===== config.mk =====
export PLATFORM = sky130hd
export DESIGN_NAME = prf_free_list
export DESIGN_NICKNAME = d
export VERILOG_FILES = /design/src/rtl/prf_free_list.sv
export SDC_FILE = /design/constraint.sdc
export NUM_CORES = 1
export LEC_CHECK = 0
export CORE_ASPECT_RATIO = 1.25
export CORE_UTILIZATION = 55
export CTS_BUF_LIST = sky130_fd_sc_hd__clkbuf_8
export DETAILED_ROUTE_END_ITERATION = 16
export HOLD_SLACK_MARGIN = 0.06
export PLACE_DENSITY_LB_ADDON = 0.05
export SLEW_MARGIN = 20
export SYNTH_ARGS = -nofsm -noshare
export SYNTH_HDL_FRONTEND = slang
export SYNTH_SLANG_ARGS = --single-unit

===== constraint.sdc =====
create_clock -name clock -period 4.5 [get_ports clock]
set_clock_uncertainty 0.15 [all_clocks]
set_input_delay 0.9 -clock clock [delete_from_list [all_inputs] [get_ports clock]]
set_output_delay 0.9 -clock clock [all_outputs]
set_load 0.02 [all_outputs]

===== src/rtl/prf_free_list.sv =====
// Physical register free list: a circular buffer of free indices with a write tail,
// a speculative head for rename and a committed head that flushes roll back to.
module prf_free_list #(
  parameter int PRF_SIZE    = 64,
  parameter int ARF_SIZE    = 32,
  parameter int ALLOC_WIDTH = 2,
  parameter int FREE_WIDTH  = 2,
  parameter int INDEX_SIZE  = $clog2(PRF_SIZE)
) (
  input  logic                                  clock,
  input  logic                                  reset,
  input  logic                                  clear,
  input  logic [ALLOC_WIDTH-1:0]                alloc_req,
  output logic                                  alloc_ready,
  output logic [ALLOC_WIDTH-1:0][INDEX_SIZE-1:0] alloc_index,
  input  logic [FREE_WIDTH-1:0]                 retire_valid,
  input  logic [FREE_WIDTH-1:0]                 free_valid,
  input  logic [FREE_WIDTH-1:0][INDEX_SIZE-1:0] free_index,
  output logic [INDEX_SIZE:0]                   free_count,
  output logic                                  error
);

  // Handshake: alloc_ready depends only on registered state, alloc_req and clear.
  // A grant happens in a cycle where alloc_ready is high and alloc_req is non-zero,
  // and it covers every requesting lane (all-or-nothing). While alloc_ready is low
  // nothing is consumed and alloc_req may change freely.

  typedef logic [INDEX_SIZE:0] ptr_t;

  ptr_t                  tail_q, spec_head_q, commit_head_q;
  logic                  error_q;
  logic [INDEX_SIZE-1:0] entries [PRF_SIZE];

  ptr_t alloc_cnt, free_cnt, retire_cnt;
  ptr_t alloc_ptr [ALLOC_WIDTH];
  ptr_t free_ptr  [FREE_WIDTH];
  ptr_t tail_n, spec_head_n, commit_head_n, occupancy_n, spec_ahead;
  logic alloc_fire, overflow, retire_over;

  // Lane slots are packed: lane i uses the slot after all lower requesting lanes.
  always_comb begin
    alloc_cnt = '0;
    for (int i = 0; i < ALLOC_WIDTH; i++) begin
      alloc_ptr[i] = spec_head_q + alloc_cnt;
      if (alloc_req[i]) alloc_cnt = alloc_cnt + ptr_t'(1);
    end
  end

  always_comb begin
    free_cnt = '0;
    for (int j = 0; j < FREE_WIDTH; j++) begin
      free_ptr[j] = tail_q + free_cnt;
      if (free_valid[j]) free_cnt = free_cnt + ptr_t'(1);
    end
  end

  always_comb begin
    retire_cnt = '0;
    for (int j = 0; j < FREE_WIDTH; j++) begin
      if (retire_valid[j]) retire_cnt = retire_cnt + ptr_t'(1);
    end
  end

  always_comb begin
    for (int i = 0; i < ALLOC_WIDTH; i++) begin
      alloc_index[i] = entries[alloc_ptr[i][INDEX_SIZE-1:0]];
    end
  end

  assign free_count  = tail_q - spec_head_q;
  assign alloc_ready = (free_count >= alloc_cnt) && !clear;
  assign alloc_fire  = alloc_ready && (|alloc_req);
  assign error       = error_q;

  always_comb begin
    tail_n        = tail_q + free_cnt;
    commit_head_n = commit_head_q + retire_cnt;
    spec_head_n   = spec_head_q;
    if (clear)           spec_head_n = commit_head_n;
    else if (alloc_fire) spec_head_n = spec_head_q + alloc_cnt;
    occupancy_n = tail_n - commit_head_n;
    spec_ahead  = spec_head_q - commit_head_q;
    overflow    = occupancy_n > ptr_t'(PRF_SIZE);
    retire_over = retire_cnt > spec_ahead;
  end

  always_ff @(posedge clock) begin
    if (reset) begin
      tail_q        <= ptr_t'(PRF_SIZE - ARF_SIZE);
      spec_head_q   <= '0;
      commit_head_q <= '0;
      error_q       <= 1'b0;
      // Only the first PRF_SIZE-ARF_SIZE slots matter; the rest are overwritten by frees.
      for (int k = 0; k < PRF_SIZE; k++) begin
        entries[k] <= INDEX_SIZE'(ARF_SIZE + k);
      end
    end else begin
      tail_q        <= tail_n;
      spec_head_q   <= spec_head_n;
      commit_head_q <= commit_head_n;
      if (overflow || retire_over) error_q <= 1'b1;
      for (int j = 0; j < FREE_WIDTH; j++) begin
        if (free_valid[j]) entries[free_ptr[j][INDEX_SIZE-1:0]] <= free_index[j];
      end
    end
  end

endmodule


# ---- Word-level counts from Yosys, hierarchy flattened
# Memory sizes are Yosys's and may differ from the RTL's. A register that Yosys moved wholly into a read port is not among the register bits.
# Cells that the tools add are included.
dict set report word_totals {
  regBits 22
  ramBits 384
  input_bits 21
  output_inout_bits 21
  memories 1
}
# name depth width read_ports rd_clocked_by_memory_dff write_ports line
set mem_list {}
lappend mem_list {entries 64 6 2 1 64 32} ;# logic [INDEX_SIZE-1:0] entries [PRF_SIZE];
dict set report op_classes {
  addsub 11
  n_lt_le_gt_ge 3
  muxes 24
  reduce_logical 8
}
# op count
set op_table {}
lappend op_table {{$mux W6} 6}
lappend op_table {{$mux W7} 5}
lappend op_table {{$add A7 B1 Y7 const B} 3}
lappend op_table {{$add A7 B7 Y7} 3}
lappend op_table {{$sub A7 B7 Y7} 3}
lappend op_table {{$mux W1} 13}
lappend op_table {{$add A6 B6 Y6} 2}
lappend op_table {{$reduce_or A6 Y1} 2}
lappend op_table {{$ge A7 B7 Y1} 1}
lappend op_table {{$gt A7 B7 Y1} 1}
lappend op_table {{$gt A7 B7 Y1 const B} 1}
lappend op_table {{$logic_and A1 B1 Y1} 2}
lappend op_table {{$reduce_bool A2 Y1} 1}
lappend op_table {{$reduce_or A2 Y1} 1}
lappend op_table {{$logic_not A1 Y1} 1}
lappend op_table {{$logic_or A1 B1 Y1} 1}

# ---- Depth between registers and ports, before layout
# Gate-level depths: netlist (run 1).
dict set report depth {
  ltp_word 10
  depth_mapped 13
}

# ---- Worst setup path after synthesis (run 1)
# No wires, ideal clock.
dict set report synth_timing {
  path_type {input port to output port}
  start {input alloc_req[0]}
  end {output alloc_index[10] (netlist name)}
  arrival_ns 3.562
  path_slack_ns -0.112
  path_stages 8
  n_path_buf 3
  path_cell_list {ha_1 -> ha_1 -> clkbuf_1 -> clkbuf_1 -> clkbuf_1 -> mux4_2 -> mux4_2 -> mux4_2}
}
# element line
set synth_rtl {}
lappend synth_rtl {{start: declaration} 13} ;# input logic [ALLOC_WIDTH-1:0] alloc_req,
lappend synth_rtl {{end: declaration} 15} ;# output logic [ALLOC_WIDTH-1:0][INDEX_SIZE-1:0] alloc_index,

==> impl_metrics.json, run 1 <==
{
  "final_max_slew_viol_count": 0,
  "vias": 22100,
  "leakagePower_uw": 0.00980,
  "overflow": 0,
  "vdd_ir_drop_max_mv": 0.275,
  "ys_top_cells_by_area": "edfxtp_1 (44%), mux4_2 (21%), nand2_1 (4.5%)",
  "synth-edff-count": 384,
  "drive_gt1_share_pct": 24.7,
  "finalCritPeriodShare_pct": 101,
  "period_needed_ns": 4.56,
  "place.port_buffers": 41,
  "holdWs_ns": 0.412,
  "detail_route.wl_per_cell_um": 34.0,
  "hold_class": "reg -> reg",
  "syn_avg_cell_area_sq_um": 11.4,
  "synth_top_area_cell": "edfxtp_1",
  "grt_pass1_wl_um": 150000,
  "dieWidth_um": 198,
  "maxCapViolations": 0,
  "yosysSeqAreaShare_pct": 45.7,
  "globalplace.congestion": 1.05,
  "synth_top_area_share_pct": 43.6,
  "violations": "setup timing",
  "syn_to_final_growth_pct": 14.8,
  "grt_max_degree": 65,
  "cts_max_level": 3,
  "post-dp-hpwl_um": 73200,
  "clkLatencyLatePin_ns": 0.66,
  "wl_um": 106000,
  "drt_pre_antenna_iters": 6,
  "die-area_sq_mm": 0.0490,
  "num_rows": 89,
  "tritoncts": "built",
  "criticalPathCategory": "in -> out",
  "crit_chain": "buf_6, ha_4, buf_6, buf_8, buf_16, mux4_2, mux4_2, mux4_2, buf_6",
  "cts_made_buffers": 71,
  "fmax_ghz": 0.219,
  "clockBufferDepth": 3,
  "p_per_area_mw_per_mm2": 355,
  "synth_flop_cell": "edfxtp_1",
  "pre_cts_ws_ns": -0.890,
  "cts.sinks": 412,
  "postRouteAntennaNets": 0,
  "rsz0062_at_grt": "yes",
  "use_met2_pct": 68.2,
  "ys_warn_count": 0,
  "async_flop_share_pct": 0,
  "syn_nets": 2379,
  "grt_pass1_vias": 21200,
  "cp_slowest_cell": "mux4_2",
  "final-instance-count-excl-fill": 3125,
  "nets": 2497,
  "path_clk_slew_ns": 0.05,
  "busiest_layer": "met2",
  "yosysMostFrequentCell": "edfxtp_1",
  "max_slew.worst_pin.slew_ns": 1.18,
  "die_h_um": 247,
  "cts_root_buffer": "clkbuf_8",
  "drt_iter0_markers": 3146,
  "cp-start-kind": "primary input",
  "synth_cells": 2316,
  "max_stage_delay_ns": 0.61,
  "syn-cell-area_sq_mm": 0.0265,
  "cp_top_family": "multiplexers",
  "finalSetupViolCount": 6,
  "synthTopCellsByCount": "edfxtp_1 (384), nand2_1 (317), mux4_2 (250)",
  "vias_per_cell": 7.07,
  "arrival_ns": 3.51,
  "hold_viol_final": 0,
  "met1_usage_pct": 53.7,
  "holdBufCountCts": 0,
  "ys_seq_elements": 412,
  "start_util_pct": 55.9,
  "end_kind": "output pin",
  "status": "complete, but fails checks",
  "post-route-util_pct": 64.2,
  "setup_ws_ns": -0.0594,
  "path_buf_inv": 5,
  "place_inst": 2965,
  "grt_usage_pct": 44.5,
  "antenna_found_initial": 8,
  "use_met3_pct": 12.3,
  "crit_fanout": 5,
  "relSlewSlack_pct": 21.1,
  "required_ns": 3.45,
  "yosys.cell_types.count": 58,
  "ioPinCount": 42,
  "drc": 0,
  "core_area_sq_mm": 0.0473
}
## layer usage
layer | routed length [um] | share of wire (%)
met4 | 9260 | 8.7
met3 | 14400 | 14
met1 | 34900 | 33
met2 | 47700 | 45
met5 | 50 | 0.047
## logic make-up after synthesis
logic type,after synthesis,synth area share (%)
XOR/XNOR,35,1.16
buffers and inverters,269,4.11
multiplexers,349,25.1
AND/OR/NAND/NOR,847,14.0
adder cells (fa/ha/maj),42,2.13
flip-flops,412,45.7
AO/OA/AOI/OAI,362,7.87
## layout by cell type, fill, tap and decap left out, types with 10 or more instances in the layout
master and n:
edfxtp_1 384, nand2_1 317, mux4_2 250, nor2_1 249
buf_4 181, o21ai_0 131, a21oi_1 105, mux2i_1 93
nor3_1 79, nand3_1 77, clkbuf_8 75, inv_1 68
a31oi_1 45, nor4_1 38, or3_1 37, o31ai_1 35
ha_1 35, xnor2_1 26, dfxtp_1 23, buf_12 21
clkdlybuf4s50_1 18, buf_6 15, nor2b_1 13, o211ai_1 13
buf_16 12, clkinv_1 10, clkinv_2 10, buf_2 10
## final timing paths
kind                                   start              end  slack, ns  depth (start not counted)
worst min-delay path                   error            error       0.41                          2
worst max-delay path            alloc_req[0]  alloc_index[11]      -0.06                          9
worst max register to register     tail_q[0]   spec_head_q[6]       1.12                         11
worst min register to register         error            error       0.41                          2
## power by group
part | total (uW) | leakage, uW | internal, uW | switching (uW)
Clock | 3290 | 0.000755 | 1650 | 1640
Combinational | 3070 | 0.00553 | 1490 | 1590
Sequential | 4420 | 0.00352 | 4290 | 127
## through the flow
step | total power (uW) | TNS, ns | area (sq um)
CTS | 10700 | -0.289 | 30300
detailed placement | 7250 | -5.51 | 28500
global route | 11000 | -0.323 | 30400
global placement | 7200 | -5.33 | 28500
floorplan | 6190 | 0 | 26500
finish | 10800 | -0.176 | 30400
## registers in the layout, indices dropped and copies added, names as in the netlist, named ones only
register       flops
entries          384
commit_head_q      7
spec_head_q        7
tail_q             7
error              1
## area by class of cell
type,count,area [sq um]
multi-input combinational,1635,13300
sequential,412,12100
fill,3692,17000
timing repair buffer,267,2660
clock inverter,48,260
tap,637,797
inverter,47,176
antenna,4,10.0
clock buffer,75,1030
## worst min-delay path, cell delays in order (launching register included)
cell     delay (ns)
dfxtp_1        0.34
a31oi_1        0.05
a21oi_1        0.13
## repair_timing
action                     CTS  global route
setup buffers               21             2
setup endpoints to repair   13             8
gates cloned                 9             1
hold endpoints to repair     0             0
pin swaps                    1             3
resized for setup           72            12
No activity file was read; power rests on OpenSTA's default activity.
==> run 2, diff against run 1 <==
--- a/config.mk
+++ b/config.mk
@@ -5,8 +5,10 @@
 export SDC_FILE = /design/constraint.sdc
 export NUM_CORES = 1
 export LEC_CHECK = 0
+export CELL_PAD_IN_SITES_DETAIL_PLACEMENT = 1
+export CELL_PAD_IN_SITES_GLOBAL_PLACEMENT = 1
 export CORE_ASPECT_RATIO = 1.25
-export CORE_UTILIZATION = 55
+export CORE_UTILIZATION = 48
 export CTS_BUF_LIST = sky130_fd_sc_hd__clkbuf_8
 export DETAILED_ROUTE_END_ITERATION = 16
 export HOLD_SLACK_MARGIN = 0.06
==> run 2 against run 1 <==
  * The flow still finishes with violations (setup timing)
  * Sequential power is essentially flat
  * Non-clock buffer count shrank 18
  * Total power grew 0.63%
  * Clock power is essentially flat
  * Routed wire length grew 9.3%
  * Setup slack lost 0.080 ns
  * Flip-flop and latch count is the same
  * Final area shrank 0.36%
  * First-iteration DRC count shrank 14%
  * Sequential share of layout area grew 0.14 points
  * Critical path type unchanged
  * Largest power group unchanged
==> impl_metrics.json, run 2 (synthesis results as in run 1) <==
{
  "required_ns": 3.45,
  "p_per_area_mw_per_mm2": 359,
  "worstHoldStart": "tail_q[6]",
  "hold_class": "reg -> reg",
  "finalSetupViolCount": 6,
  "drive_gt1_share_pct": 24.4,
  "arrival_ns": 3.59,
  "r2r_start": "spec_head_q[0]",
  "die_h_um": 264,
  "hold_viol_final": 0,
  "max_stage_delay_ns": 0.54,
  "period_needed_ns": 4.64,
  "end_kind": "output pin",
  "grt_usage_pct": 42.3,
  "post-dp-hpwl_um": 80800,
  "start_util_pct": 48.9,
  "leakagePower_uw": 0.00963,
  "max_slew.worst_pin.slew_ns": 1.14,
  "wl_um": 116000,
  "clkLatencyLatePin_ns": 0.67,
  "cts.sinks": 412,
  "p_clk_share_pct": 30.6,
  "path_clk_slew_ns": 0.05,
  "grt_max_degree": 52,
  "place.port_buffers": 41,
  "cp-start-kind": "primary input",
  "syn_to_final_growth_pct": 14.4,
  "cp_slowest_cell": "mux4_2",
  "vias_per_cell": 7.05,
  "regMostFlops": "entries",
  "final_cell_area_sq_mm": 0.0303,
  "grt_pass1_vias": 22400,
  "globalplace.congestion": 1.02,
  "fmax_ghz": 0.216,
  "fillCellCount": 5569,
  "vdd_ir_drop_max_mv": 0.198,
  "detail_route.wl_per_cell_um": 36.3,
  "pwr-share-comb_pct": 28.5,
  "grt_pass1_wl_um": 164000,
  "drt_pre_antenna_iters": 5,
  "drc": 0,
  "placedInstanceArea_sq_mm": 0.0285,
  "p_sw_uw": 3470,
  "antenna_found_initial": 4,
  "final_max_slew_viol_count": 0,
  "total_power_uw": 10800,
  "num_rows": 95,
  "status": "complete, but fails checks",
  "startpoint": "alloc_req[0]",
  "tritoncts": "built",
  "die-area_sq_mm": 0.0561,
  "final_cell_mix": "edfxtp_1 (384), nand2_1 (317), mux4_2 (250)",
  "cts_root_buffer": "clkbuf_8",
  "largest_register_ffs": 384,
  "final-seq-area_sq_mm": 0.0121,
  "p_int_uw": 7380,
  "seq_power_share_pct": 40.9,
  "crit_chain": "buf_4, ha_4, buf_12, buf_12, buf_12, buf_16, mux4_2, mux4_2, mux4_2, buf_6",
  "dieWidth_um": 212,
  "vias": 22500,
  "setup_ws_ns": -0.140,
  "crit_fanout": 7,
  "rsz0062_at_grt": "yes",
  "multi_input_area_sq_mm": 0.0133,
  "maxCapViolations": 0,
  "setup_tns_ns": -0.573,
  "nets": 2478,
  "drt_iter0_markers": 2699,
  "cts_max_level": 3,
  "criticalPathCategory": "in -> out",
  "postRouteAntennaNets": 0,
  "p_sw_share_pct": 32.0,
  "final_common_cell": "edfxtp_1",
  "cts_made_buffers": 70,
  "clockBufferDepth": 3,
  "core_area_sq_mm": 0.0541,
  "finalCritPeriodShare_pct": 103,
  "overflow": 0,
  "violations": "setup timing",
  "relSlewSlack_pct": 23.9,
  "ioPinCount": 42
}
[run 2: worst paths after layout]
check | cells past startpoint | slack [ns] | endpoint
hold / removal | 2 | 0.43 | tail_q[6]
setup / recovery | 10 | -0.14 | alloc_index[6]
hold reg to reg | 2 | 0.43 | tail_q[6]
setup reg to reg | 11 | 1.07 | spec_head_q[0]
[run 2: metal layers]
layer	global-route usage, %	wire length (um)	up-vias
met5	0	18	-
met4	30.1	9390	2
met3	9.12	12500	433
met2	66.8	54200	1574
met1	51.3	40000	11500
li1	-	-	9039
[run 2: what timing repair did]
action | in CTS | in global routing
pin swaps | 1 | 2
endpoints found under the setup margin | 13 | 8
hold buffers | 0 | 0
cloned | 7 | 0
buffers inserted | 15 | 3
resized for setup | 91 | 5
[run 2: layout make-up]
class | count | share of cell area (%)
Tap cell | 727 | 3.01
Multi-Input combinational cell | 1635 | 44.1
Sequential cell | 412 | 40.0
Antenna cell | 4 | 0.0331
Clock buffer | 72 | 3.28
Timing Repair Buffer | 249 | 8.02
Clock inverter | 49 | 0.959
Inverter | 47 | 0.583
[run 2: metrics by stage]
stage	hold slack, ns	cells	util (%)	setup WS (ns)
after detailed placement	0.426	3047	52.7	-0.845
final	0.431	3195	55.9	-0.140
after global routing	0.502	3192	55.9	-0.160
after floorplan	0.378	2316	-	0.0118
after global placement	0.400	3047	52.7	-0.833
after CTS	0.439	3190	55.9	-0.114
[run 2: worst max-delay path: cells and delay by family]
kind       cells  cell delay, ns
buf+inv        6            0.82
mux            3            1.55
fa+ha+maj      1            0.28
[run 2: power by group through the flow]
stage	registers (uW)	logic [uW]	clock network, uW
6_report	4430	3090	3320
5_1_grt	4430	3190	3480
4_1_cts	4430	3040	3340
3_5_place_dp	4510	2820	0
3_3_place_gp	4520	2770	0
2_1_floorplan	4400	1790	0
